<file path="src/rtl/apb_mst_pkg.sv">
// apb_mst_pkg: shared state encoding, default widths and timeout counter sizing for the APB master.
package apb_mst_pkg;

    typedef enum logic [1:0] {
        IDLE   = 2'd0,
        SETUP  = 2'd1,
        ACCESS = 2'd2
    } state_t;

    localparam int unsigned DEF_ADDR_WIDTH     = 32;
    localparam int unsigned DEF_DATA_WIDTH     = 32;
    localparam int unsigned DEF_TIMEOUT_CYCLES = 255;

    function automatic int unsigned timeout_width(input int unsigned cycles);
        return $clog2(cycles + 1);
    endfunction

endpackage

</file>
<file path="src/rtl/apb_mst_timeout.sv">
// apb_mst_timeout: ACCESS wait-state counter that flags expiry on the last allowed cycle without pready.
module apb_mst_timeout
    import apb_mst_pkg::*;
#(
    parameter int unsigned TIMEOUT_CYCLES = DEF_TIMEOUT_CYCLES
) (
    input  logic clk,
    input  logic rst,
    input  logic start,
    input  logic waiting,
    output logic expired
);

    localparam int unsigned W = timeout_width(TIMEOUT_CYCLES);

    logic [W-1:0] count;

    // Count holds the number of wait cycles already seen, so expiry fires on the cycle that would make it TIMEOUT_CYCLES.
    assign expired = waiting && (count == W'(TIMEOUT_CYCLES - 1));

    always_ff @(posedge clk) begin
        if (rst || start)
            count <= '0;
        else if (waiting && !expired)
            count <= count + W'(1);
    end

endmodule

</file>
<file path="src/rtl/apb_master_interface.sv">
// apb_master_interface: valid/ready request port to APB SETUP/ACCESS initiator with one-cycle response pulse.
// Optional ACCESS timeout abort is enabled by defining APB_MST_TIMEOUT_EN.
module apb_master_interface
    import apb_mst_pkg::*;
#(
    parameter int unsigned ADDR_WIDTH     = DEF_ADDR_WIDTH,
    parameter int unsigned DATA_WIDTH     = DEF_DATA_WIDTH,
    parameter int unsigned TIMEOUT_CYCLES = DEF_TIMEOUT_CYCLES
) (
    input  logic                  apb_pclk_i,
    input  logic                  apb_preset_i,
    input  logic                  req_valid_i,
    output logic                  req_ready_o,
    input  logic                  req_write_i,
    input  logic [ADDR_WIDTH-1:0] req_addr_i,
    input  logic [DATA_WIDTH-1:0] req_wdata_i,
    output logic                  resp_valid_o,
    output logic [DATA_WIDTH-1:0] resp_rdata_o,
    output logic                  resp_err_o,
    output logic [ADDR_WIDTH-1:0] apb_paddr_o,
    output logic                  apb_psel_o,
    output logic                  apb_penable_o,
    output logic                  apb_pwrite_o,
    output logic [DATA_WIDTH-1:0] apb_pwdata_o,
    input  logic                  apb_pready_i,
    input  logic [DATA_WIDTH-1:0] apb_prdata_i
);

    if (TIMEOUT_CYCLES < 1 || TIMEOUT_CYCLES > 65535) begin : g_bad_timeout
        $error("TIMEOUT_CYCLES out of range");
    end

    state_t state, next;
    logic   done, abort;

    assign done        = (state == ACCESS) && apb_pready_i;
    assign req_ready_o = (state == IDLE);

`ifdef APB_MST_TIMEOUT_EN
    apb_mst_timeout #(
        .TIMEOUT_CYCLES(TIMEOUT_CYCLES)
    ) u_timeout (
        .clk    (apb_pclk_i),
        .rst    (apb_preset_i),
        .start  (state == SETUP),
        .waiting((state == ACCESS) && !apb_pready_i),
        .expired(abort)
    );
`else
    assign abort = 1'b0;
`endif

    always_ff @(posedge apb_pclk_i) begin
        if (apb_preset_i)
            state <= IDLE;
        else
            state <= next;
    end

    always_comb begin
        next = state;
        unique case (state)
            IDLE:    next = req_valid_i ? SETUP : IDLE;
            SETUP:   next = ACCESS;
            ACCESS:  next = (done || abort) ? IDLE : ACCESS;
            default: next = IDLE;
        endcase
    end

    // APB controls are decoded from the next state so they change on the same edge as the FSM.
    always_ff @(posedge apb_pclk_i) begin
        if (apb_preset_i) begin
            apb_paddr_o   <= '0;
            apb_pwdata_o  <= '0;
            apb_pwrite_o  <= 1'b0;
            apb_psel_o    <= 1'b0;
            apb_penable_o <= 1'b0;
            resp_valid_o  <= 1'b0;
            resp_rdata_o  <= '0;
            resp_err_o    <= 1'b0;
        end else begin
            apb_psel_o    <= (next != IDLE);
            apb_penable_o <= (next == ACCESS);
            resp_valid_o  <= done || abort;
            resp_err_o    <= abort;
            if (state == IDLE && req_valid_i) begin
                apb_paddr_o  <= req_addr_i;
                apb_pwdata_o <= req_wdata_i;
                apb_pwrite_o <= req_write_i;
            end
            if (done || abort)
                resp_rdata_o <= (done && !apb_pwrite_o) ? apb_prdata_i : '0;
        end
    end

endmodule

</file>
<file path="config.mk">
export PLATFORM = sky130hd
export DESIGN_NAME = apb_master_interface
export DESIGN_NICKNAME = d
export VERILOG_FILES = /design/src/rtl/apb_mst_pkg.sv /design/src/rtl/apb_mst_timeout.sv /design/src/rtl/apb_master_interface.sv
export SDC_FILE = /design/constraint.sdc
export NUM_CORES = 1
export LEC_CHECK = 0
export BUFFER_PORTS_ARGS = -buffer_cell sky130_fd_sc_hd__buf_2
export CAP_MARGIN = 20
export CORE_AREA = 10 10 115 117
export DETAILED_ROUTE_END_ITERATION = 6
export DIE_AREA = 0 0 125 127
export PLACE_DENSITY = 0.82
export SLEW_MARGIN = 20
export SYNTH_ARGS = -nofsm -noshare
export SYNTH_HDL_FRONTEND = slang
export SYNTH_HIERARCHICAL = 1
export SYNTH_SLANG_ARGS = --single-unit
</file>
<file path="constraint.sdc">
create_clock -name apb_pclk_i -period 1.2 [get_ports apb_pclk_i]
set_input_delay 0.18 -clock apb_pclk_i [delete_from_list [all_inputs] [get_ports apb_pclk_i]]
set_output_delay 0.18 -clock apb_pclk_i [all_outputs]
set_load 0.01 [all_outputs]
</file>
-- Word-level counts from Yosys, hierarchy flattened
Index checks and enable logic that the tools add are counted.
- flip-flop bits (word level): 102
- input port bits: 101
- output and inout port bits: 102
- word-level logic and storage cells: 21
- equality and inequality tests: 3
- multiplexer cells: 4
- reduce and logical (&&, ||, !) cells: 6
- operators by type and width (operator ; number):
    32-bit 2-to-1 mux ; 1
    2-bit one-hot mux with 3 select lines ; 1
    2-bit == test, second input constant ; 2
    1-bit logical AND ; 3
    2-bit by 1-bit == test with 1-bit output, second input constant ; 1
    2-bit zero test ; 1
    2-bit 2-to-1 mux ; 1
    2-bit nonzero test ; 1
    1-bit zero test ; 1
    1-bit 2-to-1 mux ; 1

-- Logic depth before layout (Yosys ltp)
- depth in word-level cells: 5
- mapped depth: 5
- depth with buffers taken out: 2

-- Least setup slack after synthesis
Ideal clock, no wire load.
- kind: reg-to-reg
- start: register state[1]
- end: register apb_paddr_o[0]
- library setup time: 0.072 ns
- arrival time: 1.056 ns
- required time: 1.128 ns
- setup slack: 0.072 ns
- cell stages (with the launch flop): 5
- path buffers: 2
- clock period less this slack: 1.128 ns
- cells stage by stage: dfxtp_1 > nor3b_2 > buf_4 > buf_6 > mux2i_1
- word-level cells in the longest chain between the ends: 2
- ends and longest elaborated chain (what ; line ; source):
    start, declared ; apb_master_interface.sv:33 ; state_t state, next;
    start signal, assigned ; apb_master_interface.sv:57 ; state <= next;
    2-bit zero test ; apb_master_interface.sv:86 ; if (state == IDLE && req_valid_i) begin
    1-bit logical AND ; apb_master_interface.sv:86 ;
    end signal, assigned ; apb_master_interface.sv:87 ; apb_paddr_o <= req_addr_i;
    end, declared ; apb_master_interface.sv:20 ; output logic [ADDR_WIDTH-1:0] apb_paddr_o,
No other way between the ends.
A chain may end at the register's enable or synchronous reset.

-- Worst setup path after layout
- start: register state[1]
- end: register apb_pwdata_o[25]
- word-level cells in the longest chain between the ends: 2
- ends and longest elaborated chain (what ; line ; source):
    2-bit zero test ; apb_master_interface.sv:86 ;
    1-bit logical AND ; apb_master_interface.sv:86 ;
    end signal, assigned ; apb_master_interface.sv:88 ; apb_pwdata_o <= req_wdata_i;
    end, declared ; apb_master_interface.sv:24 ; output logic [DATA_WIDTH-1:0] apb_pwdata_o,
No other way between the ends.

==> impl_metrics.prom <==
# TYPE chip_impl_metric gauge
chip_impl_info{name="cp_cell_sequence",value="nor3b_4 -> buf_6 -> buf_12 -> mux2i_1"} 1
chip_impl_metric{name="power-per-cell-area",unit="nW/um^2"} 1240
chip_impl_info{name="path_delay_family",value="buffers and inverters"} 1
chip_impl_metric{name="critPathRequiredTime",unit="ps"} 1460
chip_impl_metric{name="multi_input_area",unit="sq um"} 2390
chip_impl_metric{name="numPortBuffers",unit=""} 201
chip_impl_metric{name="max_freq",unit="MHz"} 826
chip_impl_metric{name="first_drt_pass_iteration_count",unit=""} 4
chip_impl_metric{name="buffer_count_from_post_cts_setup_fixing",unit=""} 0
chip_impl_metric{name="final_cell_area",unit="sq um"} 6410
chip_impl_metric{name="postSynthRegisterBits",unit=""} 102
chip_impl_metric{name="core_area",unit="sq um"} 11100
chip_impl_metric{name="post-route-drc-count",unit=""} 0
chip_impl_metric{name="layout.filler_cells",unit=""} 973
chip_impl_metric{name="die_w",unit="um"} 125
chip_impl_metric{name="detailed_place_hpwl",unit="um"} 9420
chip_impl_metric{name="cts_buffer_depth",unit=""} 2
chip_impl_metric{name="setup.reg_to_reg.worst_slack",unit="ps"} -10
chip_impl_metric{name="number_of_antenna_violations_at_the_first_check_in_global_routing",unit=""} 0
chip_impl_metric{name="holdBufCountCts",unit=""} 0
chip_impl_metric{name="power.total",unit="mW"} 7.93
chip_impl_metric{name="route.detailed.vias_per_inst",unit=""} 4.74
chip_impl_metric{name="drt-total-wl",unit="um"} 13200
chip_impl_info{name="yosys-top-cells-count",value="sky130_fd_sc_hd__nand2b_1 (163), sky130_fd_sc_hd__dfxtp_1 (102), sky130_fd_sc_hd__mux2i_1 (97), sky130_fd_sc_hd__or3b_1 (33), sky130_fd_sc_hd__clkbuf_1 (22)"} 1
chip_impl_info{name="critPathCaptureType",value="register"} 1
chip_impl_metric{name="postPlaceCellArea",unit="sq um"} 5810
chip_impl_info{name="synthDominantAreaCellType",value="sky130_fd_sc_hd__dfxtp_1"} 1
chip_impl_metric{name="area.sequential",unit="sq um"} 2050
chip_impl_metric{name="post_synth.cell_area_avg",unit="sq um"} 10.4
chip_impl_metric{name="synth_enable_flop_cells",unit=""} 0
chip_impl_metric{name="vias",unit=""} 3759
chip_impl_metric{name="routability_congestion",unit=""} 0.790
chip_impl_metric{name="grt-ovfl-total",unit=""} 0
chip_impl_metric{name="maximum_number_of_pins_on_one_net_before_global_route_repair",unit=""} 59
chip_impl_metric{name="dp_slack",unit="ps"} -34.0
chip_impl_metric{name="cpPeakStageDelay",unit="ps"} 340
chip_impl_metric{name="slew_violations",unit=""} 0
chip_impl_metric{name="final.min_clock_period",unit="ps"} 1210
chip_impl_metric{name="finalHoldViolCount",unit=""} 0
chip_impl_metric{name="timing.final.crit_share",unit="%"} 101
chip_impl_info{name="leading_cell_type_by_number_of_instances_after_synthesis",value="sky130_fd_sc_hd__nand2b_1"} 1
chip_impl_metric{name="async_reset_ff_share",unit="%"} 0
chip_impl_metric{name="netlist.area_leader.share",unit="%"} 44.3
chip_impl_info{name="grt_setup_unrepaired",value="yes"} 1
chip_impl_metric{name="ir_worst_vdd",unit="mV"} 0.628
chip_impl_info{name="status",value="finished, violations left"} 1
chip_impl_info{name="failed_checks",value="negative setup slack"} 1
chip_impl_metric{name="final_nets",unit=""} 746
chip_impl_info{name="yosys_most_used_dff",value="sky130_fd_sc_hd__dfxtp_1"} 1
chip_impl_metric{name="wl_per_cell",unit="um"} 16.7
chip_impl_info{name="clock_tree_from_tritoncts",value="yes"} 1
chip_impl_metric{name="fp.dieH",unit="um"} 127
chip_impl_metric{name="area_of_the_mapped_netlist",unit="sq um"} 4610
chip_impl_info{name="netlist_top_cells_area",value="sky130_fd_sc_hd__dfxtp_1 (44%), sky130_fd_sc_hd__nand2b_1 (22%), sky130_fd_sc_hd__mux2i_1 (21%), sky130_fd_sc_hd__or3b_1 (6.3%), sky130_fd_sc_hd__buf_6 (2.4%)"} 1
chip_impl_metric{name="total_grt_usage",unit="%"} 15.0
chip_impl_metric{name="cts_inserted_buffers",unit=""} 9
chip_impl_metric{name="antenna_cells_inserted",unit=""} 0
chip_impl_metric{name="cp_data_arrival_time",unit="ps"} 1470
chip_impl_metric{name="ys_warn_count",unit=""} 6
chip_impl_metric{name="core.rowCount",unit=""} 39
chip_impl_metric{name="setup-violations-final",unit=""} 3
chip_impl_info{name="min_path_type",value="input pin to register"} 1
chip_impl_metric{name="instances_no_fill",unit=""} 793
chip_impl_metric{name="clk_latency",unit="ps"} 340
chip_impl_info{name="critical_path_cell_with_the_highest_stage_delay",value="sky130_fd_sc_hd__dfxtp_2"} 1
chip_impl_metric{name="first_pass_grt_wire_length",unit="um"} 19900
chip_impl_info{name="cts.root.buffer_cell",value="sky130_fd_sc_hd__clkbuf_16"} 1
chip_impl_metric{name="initial_drc_count",unit=""} 139
chip_impl_metric{name="timing.critical_path.fanout_max",unit=""} 6
chip_impl_metric{name="synthCells",unit=""} 442
chip_impl_metric{name="areaGrowthSynthToFinish",unit="%"} 38.9
chip_impl_metric{name="drv.max_cap_violation_count",unit=""} 0
chip_impl_metric{name="fraction_of_the_yosys_area_taken_by_sequential_cells",unit="%"} 44.3
chip_impl_metric{name="worst-path-buf-inv",unit=""} 2
chip_impl_metric{name="yosysUniqueCellTypes",unit=""} 16
chip_impl_metric{name="floorplan.initialDensity",unit="%"} 41.4
chip_impl_metric{name="ios",unit=""} 203
chip_impl_metric{name="grt_pass1_vias",unit=""} 3981
chip_impl_info{name="critical_path_class",value="register to register"} 1
chip_impl_metric{name="design.die.area",unit="sq um"} 15900
chip_impl_metric{name="total_leakage_power",unit="nW"} 2.96
chip_impl_metric{name="cts_max_level",unit=""} 3
chip_impl_metric{name="antenna_violating_nets_post_route",unit=""} 0
chip_impl_metric{name="postSynthNetCount",unit=""} 543
chip_impl_metric{name="clock_sink_count",unit=""} 102
chip_impl_metric{name="place_inst",unit=""} 768
chip_impl_metric{name="finClkSkew",unit="ps"} 10.2
chip_impl_metric{name="cts.clk_slew.worst_paths",unit="ps"} 70
chip_impl_info{name="startpoint_type",value="register"} 1
chip_impl_metric{name="setup_slack",unit="ps"} -10.1
chip_impl_metric{name="share_of_layout_cells_above_drive_strength_1",unit="%"} 39.1
-- metal layers --
| metal | wire length, um | share of wire [%] | global-route usage, % | up-vias |
|---|---|---|---|---|
| met3 | 1130 | 8.5 | 6.00 | 27 |
| met5 | 0 | 0 | 0 | - |
| li1 | - | - | - | 1857 |
| met2 | 6360 | 48 | 25.0 | 139 |
| met4 | 345 | 2.6 | 6.37 | 0 |
| met1 | 5400 | 41 | 16.8 | 1736 |
-- placed cells by master, fill, tap and decap left out --
cell,n
sky130_fd_sc_hd__a21oi_1,2
sky130_fd_sc_hd__a31oi_1,1
sky130_fd_sc_hd__and3b_2,1
sky130_fd_sc_hd__buf_12,7
sky130_fd_sc_hd__buf_16,2
sky130_fd_sc_hd__buf_2,198
sky130_fd_sc_hd__buf_4,7
sky130_fd_sc_hd__buf_6,8
sky130_fd_sc_hd__buf_8,1
sky130_fd_sc_hd__clkbuf_1,1
sky130_fd_sc_hd__clkbuf_16,15
sky130_fd_sc_hd__clkbuf_8,4
sky130_fd_sc_hd__clkinv_2,1
sky130_fd_sc_hd__clkinv_4,1
sky130_fd_sc_hd__conb_1,1
sky130_fd_sc_hd__dfxtp_1,99
sky130_fd_sc_hd__dfxtp_2,2
sky130_fd_sc_hd__dfxtp_4,1
sky130_fd_sc_hd__mux2i_1,94
sky130_fd_sc_hd__mux2i_2,1
sky130_fd_sc_hd__mux2i_4,2
sky130_fd_sc_hd__nand2b_1,163
sky130_fd_sc_hd__nor2_1,1
sky130_fd_sc_hd__nor2_4,1
sky130_fd_sc_hd__nor2b_1,1
sky130_fd_sc_hd__nor3b_4,1
sky130_fd_sc_hd__or3b_1,33
sky130_fd_sc_hd__or3b_2,1
-- report_power, final --
part           switching [mW]  leakage (nW)  internal [mW]
registers               0.109         0.836           3.58
logic                   0.613          1.98          0.762
clock network            1.23         0.149           1.64
total                    1.95          2.96           5.98
-- sequential cells by signal, summed over array words and instances (netlist names) --
register       count
resp_rdata_o      32
apb_pwdata_o      32
apb_pwrite_o       1
apb_psel_o         1
apb_penable_o      1
resp_valid_o       1
apb_paddr_o       32
state              2
-- layout make-up --
cell class / instances / area share, %
well taps: 143 / 2.79
multi-input cells: 303 / 37.3
repair buffers: 229 / 23.3
flip-flops and latches: 102 / 32.0
clock inverters: 2 / 0.215
clock buffers: 14 / 4.43
-- what timing repair did --
item	CTS	global route
gates resized for setup	9	13
pin swaps	1	1
setup endpoints to repair	17	66
cloned	2	7
-- logic make-up after synthesis --
kind of cell           synth area share, %
AND/OR/NAND/NOR                       29.3
AO/OA/AOI/OAI                        0.353
buffers and inverters                 4.88
flip-flops                            44.3
other                               0.0813
multiplexers                          21.1
-- through the flow --
step	utilization, %	setup TNS (ps)	hold WS, ps
2_1_floorplan	-	0	335
3_3_place_gp	52.2	0	442
3_5_place_dp	52.2	-60.6	448
4_1_cts	55.7	-92.2	81.0
6_report	57.6	-22.6	93.5
5_1_grt	57.6	-2380	92.9
-- final timing paths --
| check | from | cells after the start | end |
|---|---|---|---|
| worst max-delay path | state[1] | 4 | apb_pwdata_o[25] |
| worst min-delay path | req_wdata_i[29] | 3 | apb_pwdata_o[29] |
| worst max register to register | state[1] | 4 | apb_pwdata_o[25] |
| worst min register to register | resp_rdata_o[10] | 2 | resp_rdata_o[10] |
-- tightest hold or removal path: cells and delay by family --
family | cells | cell delay, ps
multiplexers | 1 | 60
buffers and inverters | 1 | 90
AND/OR/NAND/NOR | 1 | 50
Note: power is estimated with default switching activity, not from simulation.
